`src/rtl/vx_tcu_drl_prod_acc.sv`:
```
// Sums groups of up to K signed product terms and emits each group sum with its term count.
// Latency: result valid one cycle after the closing term is accepted; one term per cycle.
// Backpressure: in_ready_o = !out_valid_o | out_ready_i, so a held result freezes the accumulator.
module vx_tcu_drl_prod_acc #(
    parameter int N    = 4,
    parameter int K    = 4,
    parameter int CNTW = $clog2(K + 1),
    parameter int ACCW = 2 * N + $clog2(K) + 1
) (
    input  logic            clk_i,
    input  logic            reset_i,
    input  logic            in_valid_i,
    output logic            in_ready_o,
    input  logic [2*N-1:0]  in_prod_i,
    input  logic            in_neg_i,
    input  logic            in_last_i,
    output logic            out_valid_o,
    input  logic            out_ready_i,
    output logic [ACCW-1:0] out_sum_o,
    output logic [CNTW-1:0] out_count_o
);

    typedef enum logic {
        ST_ACCUM = 1'b0,
        ST_DONE  = 1'b1
    } state_t;

    state_t          state_q, state_d;
    logic [ACCW-1:0] acc_q, acc_d;
    logic [CNTW-1:0] cnt_q, cnt_d;
    logic [ACCW-1:0] sum_q, sum_d;
    logic [CNTW-1:0] ocnt_q, ocnt_d;

    logic [ACCW-1:0] term_ext;
    logic [ACCW-1:0] term;
    logic [ACCW-1:0] acc_next;
    logic [CNTW-1:0] cnt_next;
    logic            in_fire;
    logic            out_fire;
    logic            is_final;
    logic            final_fire;

    // Handshakes: readiness depends only on the pending result and downstream ready.
    always_comb begin
        in_ready_o = !out_valid_o || out_ready_i;
        in_fire    = in_valid_i && in_ready_o;
        out_fire   = out_valid_o && out_ready_i;
    end

    // Signed term, running sum and count, and the group-closing condition.
    always_comb begin
        term_ext   = {{(ACCW - 2 * N){1'b0}}, in_prod_i};
        term       = in_neg_i ? (~term_ext + ACCW'(1)) : term_ext;
        acc_next   = acc_q + term;
        cnt_next   = cnt_q + CNTW'(1);
        is_final   = in_last_i || (cnt_next == CNTW'(K));
        final_fire = in_fire && is_final;
    end

    // FSM state register; reset drops any pending result immediately.
    always_ff @(posedge clk_i or posedge reset_i) begin
        if (reset_i) begin
            state_q <= ST_ACCUM;
        end else begin
            state_q <= state_d;
        end
    end

    // FSM next state: a closing term makes a result pending; draining it without a new one clears it.
    always_comb begin
        state_d = state_q;
        case (state_q)
            ST_ACCUM: begin
                if (final_fire) begin
                    state_d = ST_DONE;
                end
            end
            ST_DONE: begin
                if (out_fire && !final_fire) begin
                    state_d = ST_ACCUM;
                end
            end
            default: state_d = ST_ACCUM;
        endcase
    end

    // FSM outputs: result valid exactly while a result is pending.
    always_comb begin
        out_valid_o = (state_q == ST_DONE);
        out_sum_o   = sum_q;
        out_count_o = ocnt_q;
    end

    // Datapath next state: accumulate, or hand the finished group to the result registers.
    always_comb begin
        acc_d  = acc_q;
        cnt_d  = cnt_q;
        sum_d  = sum_q;
        ocnt_d = ocnt_q;
        if (in_fire) begin
            if (is_final) begin
                sum_d  = acc_next;
                ocnt_d = cnt_next;
                acc_d  = '0;
                cnt_d  = '0;
            end else begin
                acc_d  = acc_next;
                cnt_d  = cnt_next;
            end
        end
    end

    // Datapath registers; a partially built group is discarded on reset.
    always_ff @(posedge clk_i or posedge reset_i) begin
        if (reset_i) begin
            acc_q  <= '0;
            cnt_q  <= '0;
            sum_q  <= '0;
            ocnt_q <= '0;
        end else begin
            acc_q  <= acc_d;
            cnt_q  <= cnt_d;
            sum_q  <= sum_d;
            ocnt_q <= ocnt_d;
        end
    end

endmodule

```
`config.mk`:
```
export PLATFORM = sky130hd
export DESIGN_NAME = vx_tcu_drl_prod_acc
export DESIGN_NICKNAME = d
export VERILOG_FILES = /design/src/rtl/vx_tcu_drl_prod_acc.sv
export SDC_FILE = /design/constraint.sdc
export NUM_CORES = 1
export LEC_CHECK = 0
export BUFFER_PORTS_ARGS = -buffer_cell sky130_fd_sc_hd__buf_4
export CORE_MARGIN = 2
export CORE_UTILIZATION = 30
export CTS_CLUSTER_DIAMETER = 60
export DETAILED_ROUTE_END_ITERATION = 8
export GPL_ROUTABILITY_DRIVEN = 0
export HOLD_SLACK_MARGIN = 0.02
export PLACE_DENSITY_LB_ADDON = 0.1
export SLEW_MARGIN = 20
export SYNTH_ARGS = -nofsm -noshare
export SYNTH_HDL_FRONTEND = slang
export SYNTH_SLANG_ARGS = --single-unit
```
`constraint.sdc`:
```
create_clock -name clk_i -period 2.75 [get_ports clk_i]
set_input_delay 0.55 -clock clk_i [delete_from_list [all_inputs] [get_ports clk_i]]
set_output_delay 0.55 -clock clk_i [all_outputs]
set_load 0.05 [all_outputs]
```
==> impl_metrics.env <==
export IMPL_cts_tree="done"
export IMPL_r2r_cells=7
export IMPL_slew_limit_headroom=0.742
export IMPL_synth_area_um2=1750
export IMPL_critPathKind="in -> reg"
export IMPL_grt_overflow_total=0
export IMPL_start_util=0.314
export IMPL_holdBufCountCts=0
export IMPL_ys_warn_count=0
export IMPL_setup_viol=0
export IMPL_drt_iter0_markers=71
export IMPL_crit_end="out_sum_o[10]"
export IMPL_finalClockSkew_ps=7.55
export IMPL_power_leakage_nw=1.27
export IMPL_hold_class="in -> async"
export IMPL_worst_path_buf_inv=1
export IMPL_synth_seq_cells=29
export IMPL_place_ws_ps=-320
export IMPL_crit_chain="buf_6 -> or4_4 -> o41ai_4 -> xnor2_1 -> ha_2 -> and3_4 -> o21ai_1 -> o211ai_1 -> xnor2_1 -> mux2_4"
export IMPL_clkLatencyLatePin_ps=280
export IMPL_track_usage=0.149
export IMPL_cts_root_buf="clkbuf_8"
export IMPL_diodes=0
export IMPL_drc=0
export IMPL_cts_buffer_depth=2
export IMPL_endpoint_kind="flip-flop"
export IMPL_place_hpwl_mm=3.34
export IMPL_wl_per_cell_um=14.1
export IMPL_syn_area_per_cell_um2=10.1
export IMPL_finalMaxSlewViolations=0
export IMPL_rsz0062_at_grt="yes"
export IMPL_antenna_found_initial=0
export IMPL_p_total_mw=2.52
export IMPL_syn_nets=204
export IMPL_grt_start_max_net_pins=30
export IMPL_vias_per_cell=4.81
export IMPL_critPathTopFamily="simple AND/OR/NAND/NOR gates"
export IMPL_first_pass_iters=4
export IMPL_die_w_um=80.4
export IMPL_outcome="complete, no violations"
export IMPL_fin_setup_tns_ps=0
export IMPL_cts_sinks=29
export IMPL_coreArea_um2=5570
export IMPL_slowest_delay_ps=600
export IMPL_num_io_pins=30
export IMPL_fin_nets=269
export IMPL_startpoint="in_prod_i[4]"
export IMPL_cts_buffers=5
export IMPL_final_antenna_net_count=0
export IMPL_ir_drop_mv=0.644
export IMPL_reg2reg_from="acc_q[0]"
export IMPL_cp_arrival_ps=2880
export IMPL_critPathMaxFanout=7
export IMPL_path_depth=10
export IMPL_vias=1500
export IMPL_power_density_nw_per_um2=1020
export IMPL_core_rowCount=27
export IMPL_period_minus_slack_ps=2720
export IMPL_dieHeight_um=80.4
export IMPL_yosysUniqueCellTypes=37
export IMPL_synthCells=174
export IMPL_post_route_worst_setup_slack_ps=33.3
export IMPL_r2r_setup_slack_ps=530
export IMPL_final_common_cell="buf_4"
export IMPL_slowest_stage="or4_4"
export IMPL_floorplan_die_area_um2=6460
export IMPL_placed_cells=302
export IMPL_drive_gt1_frac=0.379
export IMPL_drt_wl_total_mm=4.41
export IMPL_io_buffers=29
export IMPL_reg2reg_to="out_sum_o[10]"
export IMPL_finalHoldViolations=0
export IMPL_fin_area_um2=2470
export IMPL_max_freq_mhz=368
export IMPL_maxCapViolations=0
export IMPL_grt_pass1_vias=1549
export IMPL_cp_required_ps=2910
export IMPL_htree_levels=2
export IMPL_period_share=0.988
export IMPL_clk_pin_slew_ps=70
export IMPL_grt_pass1_wl_mm=7.25
export IMPL_final_cell_mix="buf_4 (61), nand2_1 (33), dfrtp_1 (29)"
export IMPL_cp_common_cell="xnor2_1"
export IMPL_start_kind="input pin"
export IMPL_yosysSeqAreaShare=0.415
export IMPL_finalNonFillerCells=312
export IMPL_worst_slew_pin_slew_ps=382
export IMPL_area_growth_pct=41.4
export IMPL_placed_area_um2=2300
worst reg2reg max path: cells and delay by family (launching register included):
kind / cells / cell delay, ps
adder cells (fa/ha/maj): 2 / 610
flip-flops: 1 / 390
XOR/XNOR: 1 / 180
AO/OA/AOI/OAI: 3 / 670
multiplexers: 1 / 260
stage by stage:
| stage | hold WS, ps | util |
|---|---|---|
| after global routing | 363 | 0.444 |
| after floorplan | 472 | - |
| after detailed placement | 465 | 0.412 |
| final | 339 | 0.444 |
| after global placement | 463 | 0.412 |
| after CTS | 349 | 0.432 |
worst min-delay path by stage:
stage	end	slack [ps]	cells past startpoint
finish	cnt_q[2]	340	3
global route	cnt_q[2]	360	3
CTS	out_count_o[2]	350	3
detailed placement	out_sum_o[4]	470	2
global placement	out_sum_o[2]	460	2
floorplan	acc_q[7]	470	1
what timing repair did:
| action | in CTS | in global routing |
|---|---|---|
| gates resized for setup | 2 | 12 |
| pin swaps | 2 | 9 |
| setup buffers | 0 | 2 |
| endpoints found under the setup margin | 1 | 4 |
metal layers:
metal,part of all wire,global-route usage,vias up
met5,0,0,-
met3,0.031,0.0404,14
met2,0.47,0.233,26
met4,0.025,0.0559,0
met1,0.47,0.196,708
li1,-,-,752
logic make-up (layout without fill, tap and decap cells):
kind of cell	count (synthesis)	after routing	synth area share
AND/OR/NAND/NOR	54	54	0.143
flip-flops	29	29	0.415
XOR/XNOR	15	15	0.0751
buffers and inverters	13	79	0.0286
AO/OA/AOI/OAI	42	42	0.185
multiplexers	5	5	0.0343
adder cells (fa/ha/maj)	16	16	0.119
report_power, final:
group	switching, mW	leakage (nW)	internal (mW)
Combinational	0.808	0.853	0.621
Sequential	0.108	0.366	0.596
Clock	0.160	0.0542	0.226
flip-flops by register name, summed over array words and instances, names as in the netlist:
signal / count
out_sum_o: 11
out_valid_o: 1
out_count_o: 3
cnt_q: 3
acc_q: 11
synthesized netlist by cell type, drive strengths merged:
cell | n | area share
nand4 | 2 | 0.0072
clkbuf | 4 | 0.0086
o211ai | 1 | 0.0043
or3 | 2 | 0.0072
a21oi | 6 | 0.017
a21o | 5 | 0.021
dfrtp | 29 | 0.41
ha | 15 | 0.11
o41ai | 2 | 0.021
nand3 | 1 | 0.0029
xnor2 | 10 | 0.050
o31ai | 2 | 0.0086
xor2 | 5 | 0.025
nor2b | 2 | 0.0072
a32o | 2 | 0.011
nand4b | 1 | 0.0050
buf | 1 | 0.0029
a21boi | 2 | 0.0086
a31o | 2 | 0.010
mux2 | 5 | 0.034
nand3b | 1 | 0.0043
fa | 1 | 0.011
a22o | 10 | 0.051
nor3 | 2 | 0.0057
and3 | 2 | 0.0072
nor2 | 4 | 0.0086
a221oi | 1 | 0.0050
and2 | 2 | 0.0072
or4 | 1 | 0.0064
nand2 | 33 | 0.071
o21ai | 7 | 0.020
a31oi | 2 | 0.0072
inv | 8 | 0.017
nand2b | 1 | 0.0036
final cells by class:
| type | instances | area (µm²) |
|---|---|---|
| timing repair buffer | 63 | 480 |
| tap | 72 | 90.1 |
| fill | 561 | 3100 |
| inverter | 8 | 30.0 |
| clock buffer | 7 | 96.3 |
| clock inverter | 1 | 5.00 |
| sequential | 29 | 726 |
| multi-input combinational | 132 | 1050 |
Power figures use the tool's default switching activity.
